[src/rtl/session_guard.sv]
// Session stage behind the authenticator: idle-timeout FSM with forced logout,
// plus a 32-entry best-score table for registered (non-guest) players.
module session_guard #(
  parameter int TICK_DIV     = 50_000_000,
  parameter int IDLE_SECONDS = 30,
  parameter int WARN_SECONDS = 10
) (
  input  logic       clk,
  input  logic       rst,
  input  logic       LoggedIn,
  input  logic       isGuest_from_Auth,
  input  logic [4:0] PlayerAddress_from_Auth,
  input  logic       ActivityPulse,
  input  logic       GameOver,
  input  logic [7:0] Score,
  output logic       LogoutCommand_to_Auth,
  output logic       SessionActive,
  output logic       TimeoutWarning,
  output logic [7:0] BestScore,
  output logic       NewRecord
);

  localparam int TickW = $clog2(TICK_DIV);
  localparam int SecW  = $clog2(IDLE_SECONDS + 1);
  localparam logic [TickW-1:0] TickLast = TickW'(TICK_DIV - 1);
  localparam logic [SecW-1:0]  WarnAt   = SecW'(IDLE_SECONDS - WARN_SECONDS);
  localparam logic [SecW-1:0]  LogoutAt = SecW'(IDLE_SECONDS);

  localparam logic [1:0] StIdle   = 2'd0;
  localparam logic [1:0] StActive = 2'd1;
  localparam logic [1:0] StWarn   = 2'd2;
  localparam logic [1:0] StLogout = 2'd3;

  logic [1:0]       state, stateNext;
  logic [TickW-1:0] tickCount, tickNext;
  logic [SecW-1:0]  idleSec, idleNext, idleInc;
  logic [4:0]       addrReg;
  logic             guestReg;
  logic             logoutFired;
  logic [7:0]       scoreTable [32];
  logic [7:0]       curBest;
  logic             inSession;
  logic             activity;
  logic             recordHit;

  assign inSession = (state == StActive) || (state == StWarn);
  assign activity  = inSession && (ActivityPulse || GameOver);
  assign idleInc   = idleSec + SecW'(1);
  assign curBest   = scoreTable[addrReg];
  assign recordHit = inSession && GameOver && !guestReg && (Score > curBest);

  always_comb begin
    stateNext = state;
    tickNext  = tickCount;
    idleNext  = idleSec;
    case (state)
      StIdle: begin
        if (LoggedIn) begin
          stateNext = StActive;
          tickNext  = '0;
          idleNext  = '0;
        end
      end
      StActive, StWarn: begin
        if (!LoggedIn) begin
          stateNext = StIdle;
          tickNext  = '0;
          idleNext  = '0;
        end else if (activity) begin
          // Activity outranks a threshold crossing in the same cycle.
          stateNext = StActive;
          tickNext  = '0;
          idleNext  = '0;
        end else if (tickCount == TickLast) begin
          tickNext = '0;
          idleNext = idleInc;
          if (state == StActive && idleInc == WarnAt) stateNext = StWarn;
          if (state == StWarn && idleInc == LogoutAt) stateNext = StLogout;
        end else begin
          tickNext = tickCount + TickW'(1);
        end
      end
      StLogout: begin
        if (!LoggedIn) stateNext = StIdle;
      end
      default: stateNext = StIdle;
    endcase
  end

  always_ff @(posedge clk or negedge rst) begin
    if (!rst) begin
      state     <= StIdle;
      tickCount <= '0;
      idleSec   <= '0;
      addrReg   <= '0;
      guestReg  <= 1'b0;
    end else begin
      state     <= stateNext;
      tickCount <= tickNext;
      idleSec   <= idleNext;
      if (state == StIdle && LoggedIn) begin
        addrReg  <= PlayerAddress_from_Auth;
        guestReg <= isGuest_from_Auth;
      end
    end
  end

  // Table lives in flops so that reset can clear every entry at once.
  always_ff @(posedge clk or negedge rst) begin
    if (!rst) begin
      for (int i = 0; i < 32; i++) scoreTable[i] <= '0;
    end else if (recordHit) begin
      scoreTable[addrReg] <= Score;
    end
  end

  always_ff @(posedge clk or negedge rst) begin
    if (!rst) begin
      SessionActive         <= 1'b0;
      TimeoutWarning        <= 1'b0;
      LogoutCommand_to_Auth <= 1'b0;
      logoutFired           <= 1'b0;
      NewRecord             <= 1'b0;
      BestScore             <= '0;
    end else begin
      SessionActive         <= inSession;
      TimeoutWarning        <= (state == StWarn);
      LogoutCommand_to_Auth <= (state == StLogout) && !logoutFired;
      logoutFired           <= (state == StLogout);
      NewRecord             <= recordHit;
      if (!inSession || guestReg) BestScore <= '0;
      else if (recordHit)         BestScore <= Score;
      else                        BestScore <= curBest;
    end
  end

endmodule
[config.mk]
export PLATFORM = sky130hd
export DESIGN_NAME = session_guard
export DESIGN_NICKNAME = d
export VERILOG_FILES = /design/src/rtl/session_guard.sv
export SDC_FILE = /design/constraint.sdc
export NUM_CORES = 1
export LEC_CHECK = 0
export CORE_MARGIN = 2
export CORE_UTILIZATION = 45
export CTS_BUF_LIST = sky130_fd_sc_hd__clkbuf_4 sky130_fd_sc_hd__clkbuf_8 sky130_fd_sc_hd__clkbuf_16
export CTS_CLUSTER_SIZE = 12
export DETAILED_ROUTE_END_ITERATION = 6
export GPL_TIMING_DRIVEN = 0
export PLACE_DENSITY = 0.67
export RECOVER_POWER = 50
export SYNTH_ARGS = -nofsm -noshare
export SYNTH_HDL_FRONTEND = slang
export SYNTH_SLANG_ARGS = --single-unit
[constraint.sdc]
create_clock -name clk -period 7.3 [get_ports clk]
set_input_delay 2.19 -clock clk [delete_from_list [all_inputs] [get_ports clk]]
set_output_delay 2.19 -clock clk [all_outputs]
set_load 0.05 [all_outputs]
# After elaboration in Yosys (flattened, before gate mapping)
# Cells that the tools add are included.
# totals
regBits	308
latch_bits	0
ram_bits	0
romBits	0
input_bits	19
output_inout_bits	12
wordCells	106
n_memories	0
# classes
n_addsub	2
n_mul	0
div	0
magnitude_cmp	3
eq_ne	10
n_shift	0
n_mux	26
bitwise_logic	1
n_reduce_logical	21
# op_table
operator	n
$bwmux 256	1
$mux 26	4
$pmux 26 s2	1
$bmux 8 s5	1
$demux 8 s5	1
$mux 8	5
$add 26x1->26 const B	1
$eq 26x26->1 const B	1
$mux 5	4
$mux 2	7
$eq 5x5->1 const B	2
$pmux 5 s2	1
$logic_and 1x1->1	9
$gt 8x8->1	1
$ge 6x6->1 const B	1
$lt 6x1->1 const B	1
$not 5->6	1
$pmux 2 s3	1
$add 5x1->5 const B	1
$ne 5x5->1 const B	1
$eq 2x2->1 const B	2
$ne 2x2->1 const B	2
$ne 4x4->1 const B	1
$reduce_and 4->1	1
other kinds (8)	12

# Depth between registers and ports, before layout
# Gate-level depths: netlist of run 1.
# logic_depth
depth_word	9
depth_mapped	16
ltp_nobuf	11

# Worst setup path after synthesis of run 1
# Ideal clock, no wire load.
# synth_timing
kind	in2reg
startpoint	input Score[0]
endpoint	register scoreTable[104] (netlist bit)
setup_time_ns	0.125
t_arrival_ns	4.201
required_time_ns	7.175
slack_ns	2.974
cell_stages	10
path_buffers	3
path_cell_list	clkbuf_1 -> inv_1 -> ha_1 -> and4_1 -> nand2_1 -> and3_1 -> buf_2 -> buf_2 -> o2111ai_2 -> mux2_2
# synth_via
elab_chain_cells	2
elab_cells_between_ends	3
cone_classes	order compare (1); mux (1); reduce/logical (1)
# synth_lines
element	line_no	source
start, declared	15	input logic [7:0] Score,
$gt 8x8->1	50	assign recordHit = inSession && GameOver && !guestReg && (Score > curBest);
$logic_and 1x1->1	50	
end signal, assigned by index	113	scoreTable[addrReg] <= Score;
end, declared	40	logic [7:0] scoreTable [32];
# Several ways; a longest one is shown, not always the timed one.
# A chain may end at the register's enable or synchronous reset.

# Final worst setup path of run 1
# layout_timing
startpoint	input Score[0]
endpoint	register scoreTable[159] (netlist bit)
# layout_via
elab_chain_cells	2
# layout_lines
element	line_no
$gt 8x8->1	50
$logic_and 1x1->1	50
# No other way between the ends.

==> run metrics, run 1 <==
Post-DP Area 15,870 um2; global placer's final weighted congestion 0.9609; clock network power share 27.1%; initial antenna violation count 0; RSZ-0062 raised after global routing false; Die Y 186.3 um; leading area contributor after synthesis dfrtp_1; Synth top area share 51.53%; die area 34,720 um2; first-pass GRT wire length 64.64 mm; DRT iter0 DRCs 941; Syn Inst Count 1,153; Final Cell Area 16,980 um2; Setup Crit Path Kind primary input to flop; I/O Pins 31; ys async rst share 100.0%; cts repair resizes 0; nature of the critical path endpoint flop; drt first pass iters 5; Sw Pwr 2.263 mW; post-layout min period 5.388 ns; top cells by area, synth dfrtp_1 52%, mux2_2 20%, mux2i_1 8.8%; Power Density 379.7 nW/um2; Logic pwr share 34.2%; Mapped Avg Cell Area 12.97 um2; Cell variety after synth 56; worst-margin pin slew 3.008 ns; worst skew pair latency 0.54 ns; CP arrival 5.78 ns; largest fanout on the critical path 10; Startpoint Class primary input; Worst VDD drop 0.0002203 V; FILL cells 2,900; Final Hold Slack 0.3891 ns; syn nets 1,188; Internal 4.186 mW; FF+latch count, synth 308; Via density 5.969; All-Layer GR Usage 24.82%; outcome finished, violations left; sequential share of the synthesized area 51.53%; CP Data Required Time 7.69 ns; Ys Warns 0; root buffer cell clkbuf_16; # DRC 0; final setup vio count 0; vias in the first global route 10,260; Final WS setup 1.912 ns; Rel. slew slack -100.6%; TritonCTS clock tree built; CTS Hold Bufs 0; clock buffer count from CTS 35; main flop type after synthesis dfrtp_1; Sequential Power Share 38.8%; largest net degree at the start of global routing 124; clock buffer depth 3; MaxCap Viol Count 2; Fin. Hold Viols 0; failing checks max-capacitance violations, max-slew violations; PortBufs 30; Initial Utilization 45.86%; DP Worst Slack 1.452 ns; Sw Share 35.09%; Worst Skew 0.03423 ns; layout cells sized above 1 32.56%; via count 10,080; Syn-to-layout area delta 13.53%; GRT overflow 0; Hold Crit Class flop to flop; EDFF count, synth 0; core area 32,620 um2; WL/cell 25.33 um; Row Count 66; # Post-CTS Setup Buffers 0; antenna-violating nets left 0; Diodes inserted 0; commonest non-fill, non-tap cell in the layout dfrtp_1; die outline width 186.3 um; Max Freq 0.1856 GHz; commonest non-fill, non-tap cells in the layout 308 x dfrtp_1, 264 x mux2_2, 132 x mux2i_1, 65 x o22ai_1, 43 x nor2_1; final period utilization 73.81%; dpl hpwl 29.75 mm; Leak 8.028 nW; clk sinks 308; CTS clock-pin slew for the worst setup and hold paths 0.06 ns; htree depth 2; NumNets Final 1,257; Post-Syn Area 14,960 um2; final slew viol count 230; total wire length 42.78 mm
[worst max-delay path: stages]
cell and delay (ns):
clkdlybuf4s50_1 0.66, clkbuf_1 0.55, inv_1 0.11, ha_1 0.31, and4_1 0.17, nand3b_1 0.18, a21oi_1 0.17, buf_2 0.26
buf_4 0.25, o2111ai_2 0.45, mux2_2 0.45
[per-layer routing]
layer | vias up | GRT usage [%] | wire (um)
met4 | 0 | 10.92 | 1943
li1 | 4439 | - | -
met1 | 5203 | 34.04 | 18710
met3 | 101 | 4.175 | 2599
met5 | - | 0 | 0
met2 | 339 | 38.95 | 19530
[cells in the mapped netlist, types with 2 or more instances]
library cell	instances
ha_1	16
or3_2	2
and4_1	3
o22ai_1	65
mux2i_1	132
o2111ai_2	18
buf_1	8
dfrtp_1	308
nand2b_1	2
nor4_1	5
o21ai_2	7
a21o_1	2
a211o_1	7
or4b_2	2
inv_1	8
nor4b_2	2
mux2_2	264
nand2_1	31
nor3_1	5
a21oi_1	18
o21ai_0	6
or4b_1	2
nand4bb_1	5
and3b_1	3
buf_2	27
and3_1	8
nor2b_1	3
o31ai_1	3
a211oi_1	8
nand3_1	17
clkbuf_1	42
nor3b_2	3
buf_4	6
or4_1	16
xor2_1	20
nand4b_1	5
o211ai_1	2
nand4_1	11
nor2_1	43
nor4b_4	2
[path summary, 6_finish.rpt]
path,start,end,slack [ns],depth (start not counted)
max,Score[0],scoreTable[159],1.91,11
min,logoutFired,LogoutCommand_to_Auth,0.39,1
max reg2reg,addrReg[1],scoreTable[204],1.93,14
min reg2reg,logoutFired,LogoutCommand_to_Auth,0.39,1
max in group asynchronous,rst,scoreTable[109],2.31,2
min in group asynchronous,rst,tickCount[7],1.64,1
[cells by family after synthesis]
kind of cell	synth area share, %
AO/OA/AOI/OAI	7.077
XOR/XNOR	1.230
adder cells (fa/ha/maj)	1.338
buffers and inverters	2.760
flip-flops	51.53
multiplexers	28.71
AND/OR/NAND/NOR	7.361
[metrics by stage]
| step | total power, mW | utilization [%] | instances | setup TNS [ns] |
|---|---|---|---|---|
| 6_report | 6.448 | 52.06 | 1689 | 0 |
| 3_3_place_gp | 4.648 | 48.47 | 1625 | -2812.62 |
| 4_1_cts | 6.447 | 52.20 | 1689 | 0 |
| 2_1_floorplan | 3.954 | - | 1153 | 0 |
| 3_5_place_dp | 4.696 | 48.66 | 1627 | 0 |
| 5_1_grt | 6.720 | 52.06 | 1689 | 0 |
[flip-flops by register name, summed over array words and instances (netlist names)]
| signal | count |
|---|---|
| logoutFired | 1 |
| NewRecord | 1 |
| scoreTable | 256 |
| LogoutCommand_to_Auth | 1 |
| idleSec | 5 |
| SessionActive | 1 |
| tickCount | 26 |
| state | 2 |
| addrReg | 5 |
| guestReg | 1 |
| TimeoutWarning | 1 |
| BestScore | 8 |
[power by group through the flow]
stage / clock network [mW] / logic, mW / registers [mW]
after floorplan: 0 / 1.42 / 2.53
after global placement: 0 / 2.14 / 2.50
after detailed placement: 0 / 2.17 / 2.52
after CTS: 1.77 / 2.18 / 2.49
after global routing: 1.84 / 2.32 / 2.56
final: 1.75 / 2.20 / 2.50
[area by class of cell]
| cell class | count | area (um2) | area share (%) |
|---|---|---|---|
| well taps | 442 | 553.0 | 3.257 |
| inverters | 9 | 33.78 | 0.1989 |
| clock inverters | 9 | 63.81 | 0.3758 |
| flip-flops and latches | 308 | 7707 | 45.39 |
| multi-input cells | 752 | 6838 | 40.27 |
| clock buffers | 53 | 1091 | 6.425 |
| plain buffers | 84 | 379.1 | 2.233 |
| repair buffers | 32 | 315.3 | 1.857 |
No activity file was read; power rests on OpenSTA's default activity.
==> inputs of run 2 (changes only) <==
==> constraint.sdc (replaced) <==
create_clock -name clk -period 5.2 [get_ports clk]
set_input_delay 1.56 -clock clk [delete_from_list [all_inputs] [get_ports clk]]
set_output_delay 1.56 -clock clk [all_outputs]
set_load 0.05 [all_outputs]
==> run 2 against run 1 <==
  * The flow still finishes with violations (max-capacitance violations, max-slew violations)
  * Global-route usage did not move
  * Non-clock buffer count did not move
  * Combinational power increased by 40%
  * Via count about the same
  * Sequential share of layout area about the same
  * Power up 40%
  * Final cell count is essentially flat
  * Largest cell class unchanged
==> run metrics, run 2 (same netlist as run 1, synthesis figures left out) <==
commonest non-fill, non-tap cell in the layout dfrtp_1; dpl hpwl 29.75 mm; htree depth 2; hold wc startpoint logoutFired; Post-Place Cells 1,627; NumNets Final 1,257; Leak 8.043 nW; GRT overflow 0; max reg flops 256; biggest regs scoreTable (256), tickCount (26), BestScore (8); initial antenna violation count 0; Startpoint Class flop; drt first pass iters 5; CP startpoint addrReg[1]; Syn-to-layout area delta 13.61%; clock buffer count from CTS 35; Die Y 186.3 um; clock buffer depth 3; layout cells sized above 1 33.04%; TritonCTS clock tree built; Via density 5.970; vias in the first global route 10,260; final setup vio count 0; Rel. slew slack -38.30%; antenna-violating nets left 0; commonest non-fill, non-tap cells in the layout 308 x dfrtp_1, 264 x mux2_2, 132 x mux2i_1, 65 x o22ai_1, 43 x nor2_1; WL/cell 25.36 um; nature of the critical path endpoint flop; CTS clock-pin slew for the worst setup and hold paths 0.06 ns; die area 34,720 um2; CP arrival 5.49 ns; Hold Crit Class flop to flop; PortBufs 30; Worst Skew 0.03626 ns; core area 32,620 um2; DRT iter0 DRCs 971; # DRC 0; Fin. Hold Viols 0; Total Power 9.048 mW; Max Freq 0.1958 GHz; final slew viol count 207; DP Worst Slack -0.01808 ns; Top reg by flops scoreTable; All-Layer GR Usage 24.82%; final period utilization 98.22%; CP Data Required Time 5.59 ns; worst skew pair latency 0.54 ns; post-layout min period 5.107 ns; worst-margin pin slew 2.074 ns; MaxCap Viol Count 2; failing checks max-capacitance violations, max-slew violations; Initial Utilization 45.86%; Row Count 66; root buffer cell clkbuf_16; reg-to-reg critical path startpoint addrReg[1]; die outline width 186.3 um; Setup Crit Path Kind flop to flop; via count 10,090; first-pass GRT wire length 64.64 mm; global placer's final weighted congestion 0.9609; largest fanout on the critical path 10; Final WS setup 0.09279 ns; outcome finished, violations left; Worst VDD drop 0.0002999 V; I/O Pins 31; clk sinks 308; Post-Layout Cell Count 1,690; total wire length 42.86 mm; Power Density 532.4 nW/um2; largest net degree at the start of global routing 124
-- run 2: worst max-delay path, cell delays in order, from the launching register on --
cell	delay, ns
dfrtp_1	0.33
buf_2	0.21
buf_1	0.92
mux2i_1	0.28
o22ai_1	0.20
or4_1	0.54
nor2_1	0.18
ha_1	0.29
a21oi_1	0.14
o21ai_0	0.15
and3_1	0.22
buf_2	0.18
buf_2	0.23
o2111ai_2	0.68
mux2_2	0.41
-- run 2: timing repair --
item | 4_1_cts | 5_1_grt
gates resized for setup | 0 | 12
hold buffers | 0 | 0
setup buffers | 0 | 0
endpoints found under the hold margin | 0 | 0
endpoints found under the setup margin | 0 | 153
-- run 2: final cells by class --
type,instances,area [um2]
plain buffers,84,387.9
flip-flops and latches,308,7707
fillers,2900,15630
inverters,9,33.78
diodes,1,2.502
clock inverters,9,63.81
repair buffers,32,310.3
multi-input cells,752,6844
clock buffers,53,1091
well taps,442,553.0
-- run 2: worst paths after layout --
kind | end | slack, ns | cells after the start
min in group asynchronous | tickCount[7] | 1.62 | 1
hold reg to reg | LogoutCommand_to_Auth | 0.38 | 1
max in group asynchronous | scoreTable[109] | 0.84 | 2
setup reg to reg | scoreTable[159] | 0.09 | 14
hold / removal | LogoutCommand_to_Auth | 0.38 | 1
setup / recovery | scoreTable[159] | 0.09 | 14
-- run 2: per-layer routing --
metal  wire (um)  track usage, %  vias up
met3        2491           4.175       94
met1       18710           34.04     5238
met5           0               0        -
met2       19680           38.95      324
li1            -               -     4434
met4        1982           10.92        0
-- run 2: stage by stage --
step	area (um2)	setup TNS [ns]	hold WS [ns]	util [%]
final	16990	0	0.3820	52.10
after global routing	16990	-0.001016	0.3995	52.09
after CTS	17030	0	0.3970	52.20
after detailed placement	15870	-0.1137	0.3894	48.66
after global placement	15810	-3265.38	0.3828	48.47
after floorplan	14960	0	0.3777	-
-- run 2: where the power goes --
| group | switching [mW] | internal, mW | total, mW |
|---|---|---|---|
| sequential | 0.365 | 3.14 | 3.51 |
| combinational | 1.81 | 1.28 | 3.09 |
| clock | 0.997 | 1.45 | 2.45 |
==> variant 1 (settings of run 2) <==
Register the output `BestScore` once more, with the module's reset; this adds one clock of latency there. The other outputs are not delayed to match.
--- a/src/rtl/session_guard.sv
+++ b/src/rtl/session_guard.sv
@@ -32,2 +32,4 @@
   localparam logic [1:0] StLogout = 2'd3;
+
+  logic [7:0] BestScore_s0;
 
@@ -123,3 +125,3 @@
       NewRecord             <= 1'b0;
-      BestScore             <= '0;
+      BestScore_s0          <= '0;
     end else begin
@@ -130,5 +132,13 @@
       NewRecord             <= recordHit;
-      if (!inSession || guestReg) BestScore <= '0;
-      else if (recordHit)         BestScore <= Score;
-      else                        BestScore <= curBest;
+      if (!inSession || guestReg) BestScore_s0 <= '0;
+      else if (recordHit)         BestScore_s0 <= Score;
+      else                        BestScore_s0 <= curBest;
+    end
+  end
+
+  always_ff @(posedge clk or negedge rst) begin
+    if (!rst) begin
+      BestScore <= '0;
+    end else begin
+      BestScore <= BestScore_s0;
     end
Formal check against the unedited RTL: not equivalent (Yosys sat finds a counterexample within 4 cycles, from zero or initial values and one cycle with rst low).
==> variant 1 against run 2 <==
  * The run still ends with capacitance limit, slew limit left
  * Total power is 2.5% higher
  * Cell area rose by 1.1%
  * Wire length is 1.0% lower
  * Sequential power rose by 4%
  * Non-clock buffer count shrank 7
  * Sequential cell count is 8 higher
  * Cell count is 0.36% lower
  * Synthesized area increased by 0.96%
  * Setup slack improved by 0.18 ns
  * Critical path type unchanged
  * Critical endpoint is now scoreTable[96]$_DFFE_PN0P_
  * Largest power group unchanged
==> variant 1: results (changes against run 2) <==
* Status: finished, violations left
* Failing checks: capacitance limit, slew limit
* Total number of vias at 10,100 (-0.20%)
* Area of the multi-input gates at 6820 um^2 (-0.33%)
* Initial antenna violation count at 0 (unchanged)
* Num sequential at 316 (+2.6%)
* Worst Min Path Start: BestScore_s0[0]$_DFF_PN0_
* Max_cap viols at 1 (-1)
* Worst Hold Endpoint: BestScore[0]$_DFF_PN0_
* Reg-to-reg slack, setup at 0.27 ns (+0.18 ns)
* Register-to-Register Path Depth at 15 (+1)
* VDD IR max at 0.000255 V (-15%)
* Critical Path Max Stage Delay at 0.53 ns (-0.39 ns)
* Final setup TNS at 0 ns (unchanged)
* NonClk Buf Share at 4.08% (-0.031 points)
* Fraction of power consumed by sequential logic at 39.2% (+0.5 points)
* GRT Overall Usage at 24.7% (-0.11 points)
* Hold WC Path Type: reg -> reg
* Leakage at 0.00831 uW (+3.4%)
* Fill count at 2,915 (+0.52%)
* Hold path depth at 0 (-1)
* Tightest Pin Transition at 2.66 ns (+0.586 ns)
* Crit path DAT at 5.33 ns (-0.16 ns)
* Sw frac at 35.0% (-0.099 points)
* Setup crit end: scoreTable[96]$_DFFE_PN0P_
* Nonclk inv count at 7 (-2)
* Clk root buf: clkbuf_16
* GP Congestion at 0.983 (+2.3%)
* CP delay by family, top: buffers and inverters
* Post-synthesis sequential area ratio at 52.4% (+0.83 points)
* Post-synth net total at 1,179 (-0.76%)
* ANT cells at 0 (-1)
* Top post-synthesis cells by area: dfrtp_1 52%, mux2_2 20%, mux2i_1 8.6%
* Clock network fraction of total power at 26.9% (-0.2 points)
* Clock buf/inv share at 6.79% (-0.0092 points)
* DP HPWL at 29,600 um (-0.54%)
* Share of cells above drive strength 1 at 32.8% (-0.19 points)
* Iter 0 DRT Violations at 856 (-12%)
* Top cells by count, synth: 316 x dfrtp_1, 263 x mux2_2, 129 x mux2i_1, 66 x o22ai_1, 42 x clkbuf_1
* First-pass GRT wire length at 64,900 um (+0.37%)
* Largest regs: scoreTable: 256 flops, tickCount: 26 flops
* Worst Skew at 0.0262 ns (-0.0101 ns)
* PostCTS Resize Cnt at 1 (+1)
* Post-synth cell types at 52 (-7.1%)
* Max Transition Viols Final at 102 (-51%)
* Number of clock-tree buffers in the layout at 50 (-5.7%)
* Pre-antenna DRT Iters at 7 (+2)
* WL per Instance at 25.2 um (-0.68%)
* Critical R2R Capture: scoreTable[96]$_DFFE_PN0P_
* Non-clk bufs at 109 (-6.0%)
* Pin count of the biggest net entering global routing at 109 (-12%)
* #MultiIn Comb at 744 (-1.1%)
* Slowest cell on crit path: or4_1
variant 1: kinds of logic (layout without fill, tap and decap cells):
kind of cell	count (synthesis)	after routing	synth area share [%]
mux	392	392	28.2
flops	316	316	52.4
simple gates	167	167	7.13
compound gates	150	150	7.46
buf+inv	84	176	2.47
xor+xnor	19	19	1.10
fa+ha+maj	16	16	1.33
variant 1: metrics by stage:
step	power (uW)	hold slack [ns]	setup slack, ns	instances	area, um^2
after floorplan	5680	0.331	1.53	1144	15100
after global placement	6670	0.333	-10.93	1622	16000
after detailed placement	6760	0.336	0.0771	1624	16000
after CTS	9270	0.348	0.118	1684	17200
after global routing	9680	0.357	0.0405	1684	17200
final	9270	0.346	0.270	1684	17200
variant 1: layer usage:
layer  global-route usage (%)  vias to the layer above  wire (um)
met4                     11.7                        0       2140
met5                        0                        -          0
met2                     38.5                      351      19100
met3                     4.80                      101       2860
met1                     33.4                     5214      18300
li1                         -                     4404          -
==> variant 2 (settings of run 2) <==
Without the edit above. `IDLE_SECONDS`: 30 -> 15.
--- a/src/rtl/session_guard.sv
+++ b/src/rtl/session_guard.sv
@@ -4,3 +4,3 @@
   parameter int TICK_DIV     = 50_000_000,
-  parameter int IDLE_SECONDS = 30,
+  parameter int IDLE_SECONDS = 15,
   parameter int WARN_SECONDS = 10
Formal check against the unedited RTL: no difference found for any inputs over 4 cycles, from zero or initial values and one cycle with rst low; that may be too few to reach the edited logic, so the function may still have changed.
==> variant 2 against run 2 <==
  * The run ends with capacitance limit, slew limit, setup timing left
  * Cell area rose by 2.6%
  * Setup slack got worse by 0.11 ns
  * Worst hold slack gained 0.020 ns
  * Sequential cell count fell by 1
  * Synthesized area up 0.87%
  * Total power grew 2.4%
  * Wire length rose by 1.9%
  * Largest cell class unchanged
==> variant 2: results (changes against run 2) <==
* Status: finished, violations left
* Failing checks: capacitance limit, slew limit, setup timing
* Dominant synthesized flop cell: dfrtp_1
* Max_cap viols at 2 (unchanged)
* VDD IR max at 0.000241 V (-20%)
* Initial antenna violation count at 0 (unchanged)
* DP Area at 16,000 um^2 (+0.87%)
* Leakage at 0.00801 uW (-0.39%)
* Final setup TNS at -0.0431 ns (-0.0431 ns)
* First-pass GRT wire length at 64,700 um (about the same)
* Vias per Instance at 6.04 (+1.2%)
* Slew margin rel. at -40.0% (-1.8 points)
* Top cells by count, synth: 307 x dfrtp_1, 261 x mux2_2, 134 x mux2i_1, 65 x o22ai_1, 47 x clkbuf_1
* Die Width at 187 um (+0.42%)
* Top post-synthesis cells by area: dfrtp_1 51%, mux2_2 19%, mux2i_1 8.9%
* Fill count at 2,876 (-0.83%)
* Slowest cell on crit path: o21ai_2
* Nonclk inv count at 10 (+1)
* Seq area share at 44.1% (-1.3 points)
* Critical Path Max Stage Delay at 0.78 ns (-0.14 ns)
* Post-synth cell types at 54 (-3.6%)
* Clock buf/inv share at 6.68% (-0.11 points)
* Iter 0 DRT Violations at 911 (-6.2%)
* Crit path from: addrReg[3]$_DFFE_PN0P_
* Max Transition Viols Final at 210 (+1.4%)
* Number of clock-tree buffers in the layout at 50 (-5.7%)
* Syn_area_per_cell at 13.0 um^2 (+0.17%)
* IO buf count at 30 (unchanged)
* DP HPWL at 29,300 um (-1.5%)
* Clk root buf: clkbuf_16
* Hold path depth at 1 (unchanged)
* Fraction of area in multi-input gates at 40.1% (-0.16 points)
* Non-clk bufs at 132 (+14%)
* Worst Skew at 0.0248 ns (-0.0114 ns)
* GRT Overall Usage at 24.7% (-0.093 points)
* # setup viols final at 7 (+7)
* Pre-antenna DRT Iters at 7 (+2)
* Num sequential at 307 (-0.32%)
* Post-synthesis sequential area ratio at 50.9% (-0.61 points)
* CP delay by family, top: buffers and inverters
* Total number of vias at 10,400 (+2.7%)
* Setup crit end: scoreTable[137]$_DFFE_PN0P_
* #MultiIn Comb at 759 (+0.93%)
* Register-to-Register Path Depth at 13 (-1)
* Pin count of the biggest net entering global routing at 124 (unchanged)
* GP Congestion at 0.893 (-7.0%)
* Cells after DPL at 1,641 (+0.86%)
* PostCTS Resize Cnt at 7 (+7)
* Share of cells above drive strength 1 at 32.8% (-0.26 points)
* Crit path DAT at 5.61 ns (+0.12 ns)
* Final nets at 1,280 (+1.8%)
* Post-CTS setup buffers at 8 (+8)
* ANT cells at 0 (-1)
* NonClk Buf Share at 5.69% (+1.6 points)
* WL per Instance at 25.5 um (+0.51%)
* Post-route cell area at 17,400 um^2 (+2.6%)
* Final WS setup at -0.0138 ns (-0.107 ns)
-- variant 2: cell count changes after synthesis, sizes merged, moves of 15 or more --
| cell | delta |
|---|---|
| o21ai | +16 |
| a2111oi | +15 |
| o2111ai | -17 |
| nor3 | +16 |
-- variant 2: through the flow --
| stage | hold WS, ns | setup WS (ns) |
|---|---|---|
| 6_report | 0.402 | -0.0138 |
| 3_5_place_dp | 0.385 | -0.216 |
| 4_1_cts | 0.407 | 0.0748 |
| 2_1_floorplan | 0.378 | 1.40 |
| 3_3_place_gp | 0.398 | -10.68 |
| 5_1_grt | 0.432 | -0.119 |
-- variant 2: logic make-up after synthesis --
group,after synthesis,synth area share (%)
adder cells (fa/ha/maj),16,1.33
flip-flops,307,50.9
AND/OR/NAND/NOR,186,7.07
AO/OA/AOI/OAI,145,8.53
buffers and inverters,95,2.79
XOR/XNOR,16,0.929
multiplexers,396,28.4
-- variant 2: per-layer routing --
| metal | GRT usage, % | up-vias | share of wire (%) | wire length, um |
|---|---|---|---|---|
| met4 | 11.1 | 0 | 4.7 | 2050 |
| li1 | - | 4503 | - | - |
| met1 | 34.8 | 5344 | 44 | 19100 |
| met2 | 37.7 | 399 | 45 | 19600 |
| met3 | 4.03 | 112 | 6.7 | 2950 |
| met5 | 0 | - | 0 | 0 |
-- variant 2: worst reg2reg max path, cell delays in order (launching register included) --
cell and delay [ns]:
dfrtp_1 0.43, buf_2 0.22, or4_1 0.13, clkbuf_1 0.63, o22ai_1 0.26, or4_1 0.59, nor2_1 0.42, ha_1 0.34
a21oi_1 0.18, o21ai_0 0.11, buf_2 0.22, buf_1 0.35, o21ai_2 0.78, mux2_2 0.43
-- variant 2: power breakdown --
part	internal, uW	total [uW]	switching [uW]
sequential	3140	3520	380
combinational	1340	3270	1930
clock	1510	2480	972
